[src/rtl/mesi_isc_pkg.sv]
// Shared command/breq-type encodings and widths for the MESI ISC broadcast-request path.
package mesi_isc_pkg;

    localparam int MBUS_CMD_W  = 3;
    localparam int BREQ_TYPE_W = 2;

    typedef enum logic [MBUS_CMD_W-1:0] {
        MBUS_CMD_NOP      = 3'd0,
        MBUS_CMD_WR       = 3'd1,
        MBUS_CMD_RD       = 3'd2,
        MBUS_CMD_WR_BROAD = 3'd3,
        MBUS_CMD_RD_BROAD = 3'd4
    } mbus_cmd_e;

    typedef enum logic [BREQ_TYPE_W-1:0] {
        BREQ_TYPE_NOP = 2'd0,
        BREQ_TYPE_WR  = 2'd1,
        BREQ_TYPE_RD  = 2'd2
    } breq_type_e;

endpackage

[src/rtl/mesi_isc_rr_arb.sv]
// N-way round-robin arbiter; a non-empty priority subset of the requests wins over the rest.
module mesi_isc_rr_arb #(
    parameter int N = 4
) (
    input  logic                 clk,
    input  logic                 rst,
    input  logic                 en,
    input  logic [N-1:0]         req,
    input  logic [N-1:0]         prio_mask,
    output logic [N-1:0]         grant,
    output logic [$clog2(N)-1:0] grant_idx,
    output logic                 grant_valid
);

    localparam int IW = $clog2(N);

    logic [N-1:0]  prio_req_s;
    logic [N-1:0]  eff_req_s;
    logic [IW-1:0] ptr_r;
    logic [IW-1:0] idx_s;
    logic          found_s;

    function automatic logic [IW-1:0] wrap_idx(input logic [IW-1:0] base, input int off);
        int sum;
        sum = int'(base) + off;
        if (sum >= N) begin
            sum = sum - N;
        end else begin
            sum = sum;
        end
        return sum[IW-1:0];
    endfunction

    assign prio_req_s = req & prio_mask;
    assign eff_req_s  = (|prio_req_s) ? prio_req_s : req;

    // Search for the first eligible request at or after the pointer, wrapping.
    always_comb begin
        found_s = 1'b0;
        idx_s   = '0;
        for (int k = 0; k < N; k++) begin
            if (!found_s && eff_req_s[wrap_idx(ptr_r, k)]) begin
                found_s = 1'b1;
                idx_s   = wrap_idx(ptr_r, k);
            end else begin
                found_s = found_s;
            end
        end
    end

    // Drive the one-hot grant only when arbitration is enabled.
    always_comb begin
        grant       = '0;
        grant_idx   = '0;
        grant_valid = en && found_s;
        if (grant_valid) begin
            grant[idx_s] = 1'b1;
            grant_idx    = idx_s;
        end else begin
            grant     = '0;
            grant_idx = '0;
        end
    end

    // Pointer moves just past the winner; idle cycles leave it alone.
    always_ff @(posedge clk) begin
        if (rst) begin
            ptr_r <= '0;
        end else if (grant_valid) begin
            ptr_r <= wrap_idx(idx_s, 1);
        end else begin
            ptr_r <= ptr_r;
        end
    end

endmodule

[src/rtl/mesi_isc_breq_fifos_cntl_n.sv]
// Per-CPU broadcast-request FIFO write control plus round-robin pop into the broadcast FIFO.
// Define MESI_ISC_BREQ_WR_PRIO_EN to let channels whose head is a WR win arbitration first.
module mesi_isc_breq_fifos_cntl_n
    import mesi_isc_pkg::*;
#(
    parameter int CPU_NUM          = 4,
    parameter int MBUS_CMD_WIDTH   = 3,
    parameter int ADDR_WIDTH       = 32,
    parameter int BROAD_TYPE_WIDTH = 2,
    parameter int BROAD_ID_WIDTH   = 7
) (
    input  logic                                  clk,
    input  logic                                  rst,
    input  logic [CPU_NUM*MBUS_CMD_WIDTH-1:0]     mbus_cmd_array_i,
    input  logic [CPU_NUM-1:0]                    fifo_status_empty_array_i,
    input  logic [CPU_NUM-1:0]                    fifo_status_full_array_i,
    input  logic                                  broad_fifo_status_full_i,
    input  logic [CPU_NUM*ADDR_WIDTH-1:0]         broad_addr_array_i,
    input  logic [CPU_NUM*BROAD_TYPE_WIDTH-1:0]   broad_type_array_i,
    input  logic [CPU_NUM*BROAD_ID_WIDTH-1:0]     broad_id_array_i,
    output logic [CPU_NUM-1:0]                    mbus_ack_array_o,
    output logic [CPU_NUM-1:0]                    fifo_wr_array_o,
    output logic [CPU_NUM-1:0]                    fifo_rd_array_o,
    output logic                                  broad_fifo_wr_o,
    output logic [ADDR_WIDTH-1:0]                 broad_addr_o,
    output logic [BROAD_TYPE_WIDTH-1:0]           broad_type_o,
    output logic [BROAD_ID_WIDTH-1:0]             broad_id_o,
    output logic [$clog2(CPU_NUM)-1:0]            broad_cpu_id_o,
    output logic [CPU_NUM*BROAD_TYPE_WIDTH-1:0]   breq_type_array_o,
    output logic [CPU_NUM*$clog2(CPU_NUM)-1:0]    breq_cpu_id_array_o,
    output logic [CPU_NUM*BROAD_ID_WIDTH-1:0]     breq_id_array_o
);

    localparam int CW = $clog2(CPU_NUM);

    logic [CPU_NUM-1:0]          accept_s;
    logic [CPU_NUM-1:0]          ack_r;
    logic [CPU_NUM-1:0]          wr_r;
    logic [BROAD_TYPE_WIDTH-1:0] type_r [CPU_NUM];
    logic [BROAD_ID_WIDTH-1:0]   id_r   [CPU_NUM];
    logic [CPU_NUM-1:0]          req_s;
    logic [CPU_NUM-1:0]          prio_s;
    logic [CPU_NUM-1:0]          grant_s;
    logic [CW-1:0]               grant_idx_s;
    logic                        grant_valid_s;
    logic                        arb_en_s;

    function automatic logic is_broad_cmd(input logic [MBUS_CMD_WIDTH-1:0] cmd);
        case (cmd)
            MBUS_CMD_WIDTH'(MBUS_CMD_WR_BROAD): return 1'b1;
            MBUS_CMD_WIDTH'(MBUS_CMD_RD_BROAD): return 1'b1;
            default:                            return 1'b0;
        endcase
    endfunction

    function automatic logic [BROAD_TYPE_WIDTH-1:0] breq_type_of(input logic [MBUS_CMD_WIDTH-1:0] cmd);
        case (cmd)
            MBUS_CMD_WIDTH'(MBUS_CMD_RD_BROAD): return BROAD_TYPE_WIDTH'(BREQ_TYPE_RD);
            MBUS_CMD_WIDTH'(MBUS_CMD_WR_BROAD): return BROAD_TYPE_WIDTH'(BREQ_TYPE_WR);
            default:                            return BROAD_TYPE_WIDTH'(BREQ_TYPE_NOP);
        endcase
    endfunction

    // A held broadcast command is refused in the ack cycle, giving one ack every other cycle.
    always_comb begin
        accept_s = '0;
        for (int i = 0; i < CPU_NUM; i++) begin
            accept_s[i] = is_broad_cmd(mbus_cmd_array_i[i*MBUS_CMD_WIDTH +: MBUS_CMD_WIDTH])
                          && !fifo_status_full_array_i[i] && !ack_r[i];
        end
    end

    // Channel-side registers: ack/write strobes, written type, and the per-channel id sequence.
    always_ff @(posedge clk) begin
        if (rst) begin
            ack_r <= '0;
            wr_r  <= '0;
            for (int i = 0; i < CPU_NUM; i++) begin
                type_r[i] <= '0;
                id_r[i]   <= BROAD_ID_WIDTH'(i);
            end
        end else begin
            ack_r <= accept_s;
            wr_r  <= accept_s;
            for (int i = 0; i < CPU_NUM; i++) begin
                type_r[i] <= breq_type_of(mbus_cmd_array_i[i*MBUS_CMD_WIDTH +: MBUS_CMD_WIDTH]);
                if (wr_r[i]) begin
                    id_r[i] <= id_r[i] + BROAD_ID_WIDTH'(CPU_NUM);
                end else begin
                    id_r[i] <= id_r[i];
                end
            end
        end
    end

    assign req_s    = ~fifo_status_empty_array_i;
    assign arb_en_s = !rst && !broad_fifo_status_full_i;

`ifdef MESI_ISC_BREQ_WR_PRIO_EN
    // Channels presenting a WR at the FIFO head form the preferred set.
    always_comb begin
        prio_s = '0;
        for (int i = 0; i < CPU_NUM; i++) begin
            prio_s[i] = (broad_type_array_i[i*BROAD_TYPE_WIDTH +: BROAD_TYPE_WIDTH]
                         == BROAD_TYPE_WIDTH'(BREQ_TYPE_WR));
        end
    end
`else
    assign prio_s = '1;
`endif

    mesi_isc_rr_arb #(
        .N (CPU_NUM)
    ) u_arb (
        .clk         (clk),
        .rst         (rst),
        .en          (arb_en_s),
        .req         (req_s),
        .prio_mask   (prio_s),
        .grant       (grant_s),
        .grant_idx   (grant_idx_s),
        .grant_valid (grant_valid_s)
    );

    // One-hot select of the granted head; all-zero when nothing is granted.
    always_comb begin
        broad_addr_o = '0;
        broad_type_o = '0;
        broad_id_o   = '0;
        for (int i = 0; i < CPU_NUM; i++) begin
            if (grant_s[i]) begin
                broad_addr_o = broad_addr_o | broad_addr_array_i[i*ADDR_WIDTH +: ADDR_WIDTH];
                broad_type_o = broad_type_o | broad_type_array_i[i*BROAD_TYPE_WIDTH +: BROAD_TYPE_WIDTH];
                broad_id_o   = broad_id_o   | broad_id_array_i[i*BROAD_ID_WIDTH +: BROAD_ID_WIDTH];
            end else begin
                broad_addr_o = broad_addr_o;
                broad_type_o = broad_type_o;
                broad_id_o   = broad_id_o;
            end
        end
    end

    assign mbus_ack_array_o = ack_r;
    assign fifo_wr_array_o  = wr_r;
    assign fifo_rd_array_o  = grant_s;
    assign broad_fifo_wr_o  = grant_valid_s;
    assign broad_cpu_id_o   = grant_idx_s;

    for (genvar g = 0; g < CPU_NUM; g++) begin : g_chan_out
        assign breq_type_array_o[g*BROAD_TYPE_WIDTH +: BROAD_TYPE_WIDTH] = type_r[g];
        assign breq_id_array_o[g*BROAD_ID_WIDTH +: BROAD_ID_WIDTH]       = id_r[g];
        assign breq_cpu_id_array_o[g*CW +: CW]                           = CW'(g);
    end

endmodule

[config.mk]
export PLATFORM = sky130hd
export DESIGN_NAME = mesi_isc_breq_fifos_cntl_n
export DESIGN_NICKNAME = d
export VERILOG_FILES = /design/src/rtl/mesi_isc_pkg.sv /design/src/rtl/mesi_isc_rr_arb.sv /design/src/rtl/mesi_isc_breq_fifos_cntl_n.sv
export SDC_FILE = /design/constraint.sdc
export NUM_CORES = 1
export LEC_CHECK = 0
export CAP_MARGIN = 20
export CORE_AREA = 5 5 108 110
export CTS_CLUSTER_SIZE = 40
export DETAILED_ROUTE_END_ITERATION = 16
export DIE_AREA = 0 0 113 115
export GPL_TIMING_DRIVEN = 0
export PLACE_DENSITY_LB_ADDON = 0.12
export SETUP_SLACK_MARGIN = 0.05
export SLEW_MARGIN = 20
export SYNTH_ARGS = -nofsm -noshare
export SYNTH_HDL_FRONTEND = slang
export SYNTH_SLANG_ARGS = --single-unit
[constraint.sdc]
create_clock -name clk -period 5.5 [get_ports clk]
set_input_delay 1.1 -clock clk [delete_from_list [all_inputs] [get_ports clk]]
set_output_delay 1.1 -clock clk [all_outputs]
set_load 0.02 [all_outputs]
Word-level counts from Yosys, hierarchy flattened. Memory sizes are Yosys's and may differ from the RTL's. Cells that the tools add are included.

Add/sub/neg operators: 13. Multiply operators: 0. Divide/modulo/power cells: 0. Order comparisons: 11. Equal/unequal tests: 8. Shifts and indexed selects: 0. Multiplexer cells: 88. Bitwise operators: 22. Reduce and logical (&&, ||, !) cells: 31.

Operator list (number): $mux 32 (4); $or 32x32->32 (3); $mux 7 (12); $mux 2 (22); $mux 1 (40); $add 7x3->7 const B (4); $or 7x7->7 (3); $pmux 2 s2 (4); $lt 2x3->1 const B (5); $logic_and 1x1->1 (14); $logic_not 1->1 (13); $eq 3x2->1 const B (4); $eq 3x3->1 const B (4); $ge 3x3->1 const B (4); $or 1x1->1 (12); $sub 2x1->2 const B (5); $bmux 1 s2 (4); $reduce_or 2->1 (4); $add 2x1->3 const B (2); $add 2x2->3 const B (2); $or 2x2->2 (3); $mux 4 (1); $not 4->4 (1); $ge 2x3->1 const B (1); 2 further kinds (2).

Bits in registers: 6. Bits in latches: 0. RAM bits: 36. ROM bits: 0. Input bits: 187. Output and inout bits: 100. Word-level logic and storage cells: 177. Memories kept: 2.

Memories: id_r (words 4, bits a word 7, read ports 4, clocked after Yosys merged registers in 0, write ports 4, RTL line mesi_isc_breq_fifos_cntl_n.sv:40) `logic [BROAD_ID_WIDTH-1:0] id_r [CPU_NUM];`; type_r (words 4, bits a word 2, read ports 4, clocked after Yosys merged registers in 0, write ports 4, RTL line mesi_isc_breq_fifos_cntl_n.sv:39) `logic [BROAD_TYPE_WIDTH-1:0] type_r [CPU_NUM];`.

Logic depth before layout (Yosys ltp).
Depth in word-level cells: 26. Mapped depth: 8.

Cells and area by module. Synthesis repeated with hierarchy kept, for this count alone.

Cells, all modules: 351. Area, all modules: 3031.7 um^2.

By module, submodules not included: mesi_isc_breq_fifos_cntl_n (instances 1, cells an instance 285, area each 2493.6 um^2, seq. area each 840.8 um^2); mesi_isc_rr_arb (instances 1, cells an instance 66, area each 538.0 um^2, seq. area each 40.0 um^2).

Worst setup path before layout. Ideal clock, no wire load.

Path kind: input port to output port. Start: in fifo_status_empty_array_i[2]. End: out broad_addr_o[0]. Arrival time: 2.752 ns. Required time: 4.400 ns. Slack: 1.648 ns. Cell stages on the path: 8. Path buffers: 2. Cell sequence: mux2_2 -> o22ai_2 -> a21o_1 -> ha_1 -> clkbuf_1 -> clkbuf_1 -> a22oi_1 -> a21oi_1.

Longest elaborated chain between the ends: 25. Elaborated cells on any way between the ends: 37.

RTL lines: start: declaration (RTL line mesi_isc_breq_fifos_cntl_n.sv:15) `input logic [CPU_NUM-1:0] fifo_status_empty_array_i,`; $not 4->4 (*) (RTL line mesi_isc_breq_fifos_cntl_n.sv:96) `assign req_s = ~fifo_status_empty_array_i;`; $bmux 1 s2 (RTL line mesi_isc_rr_arb.sv:42) `if (!found_s && eff_req_s[wrap_idx(ptr_r, k)]) begin`; $mux 1 (implied by the code) (RTL line mesi_isc_rr_arb.sv:42); $mux 1 (RTL line mesi_isc_rr_arb.sv:42); $logic_not 1->1 (RTL line mesi_isc_rr_arb.sv:42); $logic_and 1x1->1 (RTL line mesi_isc_rr_arb.sv:42); $mux 1 (RTL line mesi_isc_rr_arb.sv:42); $logic_not 1->1 (RTL line mesi_isc_rr_arb.sv:42); (+9 left out); $mux 4 (*) (RTL line mesi_isc_rr_arb.sv:56) `if (grant_valid) begin`; $mux 32 (RTL line mesi_isc_breq_fifos_cntl_n.sv:131) `if (grant_s[i]) begin`; $or 32x32->32 (RTL line mesi_isc_breq_fifos_cntl_n.sv:132) `broad_addr_o = broad_addr_o | broad_addr_array_i[i*ADDR_WIDTH +: ADDR_WIDTH];`; $mux 32 (RTL line mesi_isc_breq_fifos_cntl_n.sv:131); $or 32x32->32 (RTL line mesi_isc_breq_fifos_cntl_n.sv:132); $mux 32 (RTL line mesi_isc_breq_fifos_cntl_n.sv:131); $or 32x32->32 (RTL line mesi_isc_breq_fifos_cntl_n.sv:132); $mux 32 (*) (RTL line mesi_isc_breq_fifos_cntl_n.sv:131); end: declaration (RTL line mesi_isc_breq_fifos_cntl_n.sv:25) `output logic [ADDR_WIDTH-1:0] broad_addr_o,`.

Every way passes the cells marked *; elsewhere a longest branch is shown, timed or not. The select of a mux whose other input is x is not followed.

Final worst setup path.
Start: in fifo_status_empty_array_i[2]. End: out broad_addr_o[12].

Same word-level chain as after synthesis.

==> metrics.txt <==
status finished clean; DR DRC count 0; PwrDens 177 nW/µm²; RSZ-0062 raised after global routing no; Setup WS pre-CTS 0.228 ns; syn_area_per_cell 8.78 µm²; # setup viols final 0; Seq/Total Area, Yosys 32.7%; Die W 113 µm; CTS resizes 0; Setup Crit Path Kind in2out; IO buf count 270; vias in the first global route 3826; GRT Util Overall 19.2%; total CTS buffers 5; Final Instance Area 5710 µm²; H-tree depth 2; nets 793; largest cells by area after synthesis a22oi_1, edfxtp_1, dfxtp_1; diode count 0; GRT overflow 0; CTS Sinks 34; max layer used met4; post-CTS setup buffer count 0; IO Pins 287; worst-path maximum fanout 10; Placer Congestion 0.856; Core ar. 10600 µm²; Mapped Cells 307; CTS tree built; final number of hold-violating endpoints 0; max_cap viols 0; Worst Path Arrival 4.10 ns; slowest CP cell clkdlybuf4s50_1; Power, Total 1010 µW; DRT antenna net count 0; largest net degree at the start of global routing 11; Fmax 192 MHz; clk buf depth 2; share of the synthesized area in the top cell type 22.8%; CP Capture Type primary output; Distinct cells, synth 37; antenna violations before repair 0; Static Leak 0.00209 µW; critical-path cell list clkdlybuf4s50_1 > mux2_2 > o22ai_2 > a21o_1 > ha_1 > clkbuf_1 > clkbuf_1 > a22oi_1 > a21oi_1 > clkdlybuf4s50_1; Req. time, crit path 4.40 ns; final worst slack 0.298 ns; min-delay worst type reg2reg; Synth area leader a22oi_1; fin. max-slew vios 0; Slew HR 60.7%; metal2 WL 7230 µm; WHS 0.479 ns; CTS Hold Bufs 0; dpl cell area 5630 µm²; Met1 Wirelength 4650 µm; DR vias/cell 4.76; die height 115 µm; final WL 13400 µm; met3 WL post-DR 1130 µm; first drt pass iteration count 4; period utilization 94.6%; Die Footprint 13000 µm²; 1st-iter DRT viols 161; share of cells above drive strength 1 8.35%; most common cell after layout, fill and taps aside clkdlybuf4s50_1; setup TNS 0 ns; Seq cells post-synth 34; Skew-Pair Late Insertion Delay 0.28 ns; mean routed wirelength per cell 18.1 µm; post-route minimum period 5.20 ns; Setup Skew 0.00253 ns; worst slew pin tran 0.589 ns; CP Launch Type input pin; standard-cell rows 38; Root Buffer clkbuf_8; Clk pin slew, worst setup/hold paths 0.07 ns; commonest cells after routing, fill and taps aside clkdlybuf4s50_1, a22oi_1, a21oi_1, nor2_1, buf_4; Initial Util 25.4%; Layout area overhead 112%; Crit path max-delay family buffers and inverters; Buf+Inv Stages, Crit Path 4; mapped cell area 2700 µm²; DP HPWL 11400 µm; synth warn 0; Slowest Stage Delay on Critical Path 0.66 ns; worst vdd ir 0.0823 mV; detailed-route via count 3517; first-pass GRT wire length 19900 µm
-- state kept, by name (all words and copies together) (netlist names) --
signal,count
fifo_wr_array_o,4
id_r,20
u_arb.ptr_r,2
type_r,8
-- worst paths after layout --
path                                 start                            end  slack (ns)  cells after the start
max           fifo_status_empty_array_i[2]               broad_addr_o[12]        0.30                     10
min          fifo_wr_array_o[1]$_SDFF_PP0_  fifo_wr_array_o[1]$_SDFF_PP0_        0.48                      1
max reg2reg    u_arb.ptr_r[1]$_SDFFE_PP0N_    u_arb.ptr_r[1]$_SDFFE_PP0N_        3.89                      6
min reg2reg  fifo_wr_array_o[1]$_SDFF_PP0_  fifo_wr_array_o[1]$_SDFF_PP0_        0.48                      1
-- stage by stage --
step	util, %	cells
3_5_place_dp	53.1	731
2_1_floorplan	-	321
5_1_grt	53.8	739
4_1_cts	53.8	739
6_report	53.8	739
3_3_place_gp	53.1	731
-- cells in the mapped netlist --
master,n
buf_2,4
o21ai_0,1
and4bb_2,2
buf_4,24
nor4b_4,1
nand3_1,9
o22ai_2,1
nor3_1,5
xnor2_1,4
and3_1,4
nor2b_1,3
or2_2,5
nand2_2,1
mux2_2,1
ha_1,8
and4_1,1
inv_1,4
nor4b_2,3
a2bb2oi_1,1
a31oi_1,1
edfxtp_1,20
nand2b_1,4
a21o_1,1
o21ai_1,1
nor4bb_1,2
a22oi_1,82
a2111o_1,1
dfxtp_1,14
clkbuf_1,18
nand4_1,1
nor2_1,25
xor2_1,8
conb_1,2
o21a_1,1
buf_6,1
o21bai_1,1
a21oi_1,42
-- kinds of logic (layout without fill, tap and decap cells) --
logic type	after synthesis	after routing	share of synthesized area, %
adders and majority gates	8	8	3.71
DFF	34	34	32.7
buffers and inverters	51	329	10.9
other	2	16	0.279
xor gates and xnor gates	12	12	3.90
AOI/OAI and AO/OA	133	133	33.3
muxes	1	1	0.418
and+or+nand+nor	66	66	14.8
-- layout make-up --
type                       instances  area [µm²]
fill                             993        4890
timing repair buffer             270        2700
multi-input combinational        236        1570
sequential                        34         881
buffer                            47         280
tap                              140         175
clock buffer                       6        72.6
inverter                           4        15.0
clock inverter                     2        8.76
-- layer usage --
metal	up-vias	track usage, %
li1	1724	-
met1	1594	20.2
met2	176	36.5
met3	23	5.42
met4	0	6.97
met5	-	0
-- report_power, final --
part           leakage [µW]  switching, µW  internal [µW]
registers          0.000320           14.6            289
logic               0.00173            251            284
clock network     0.0000426           85.3           86.9
total               0.00209            351            659
Note: power is estimated with default switching activity, not from simulation.
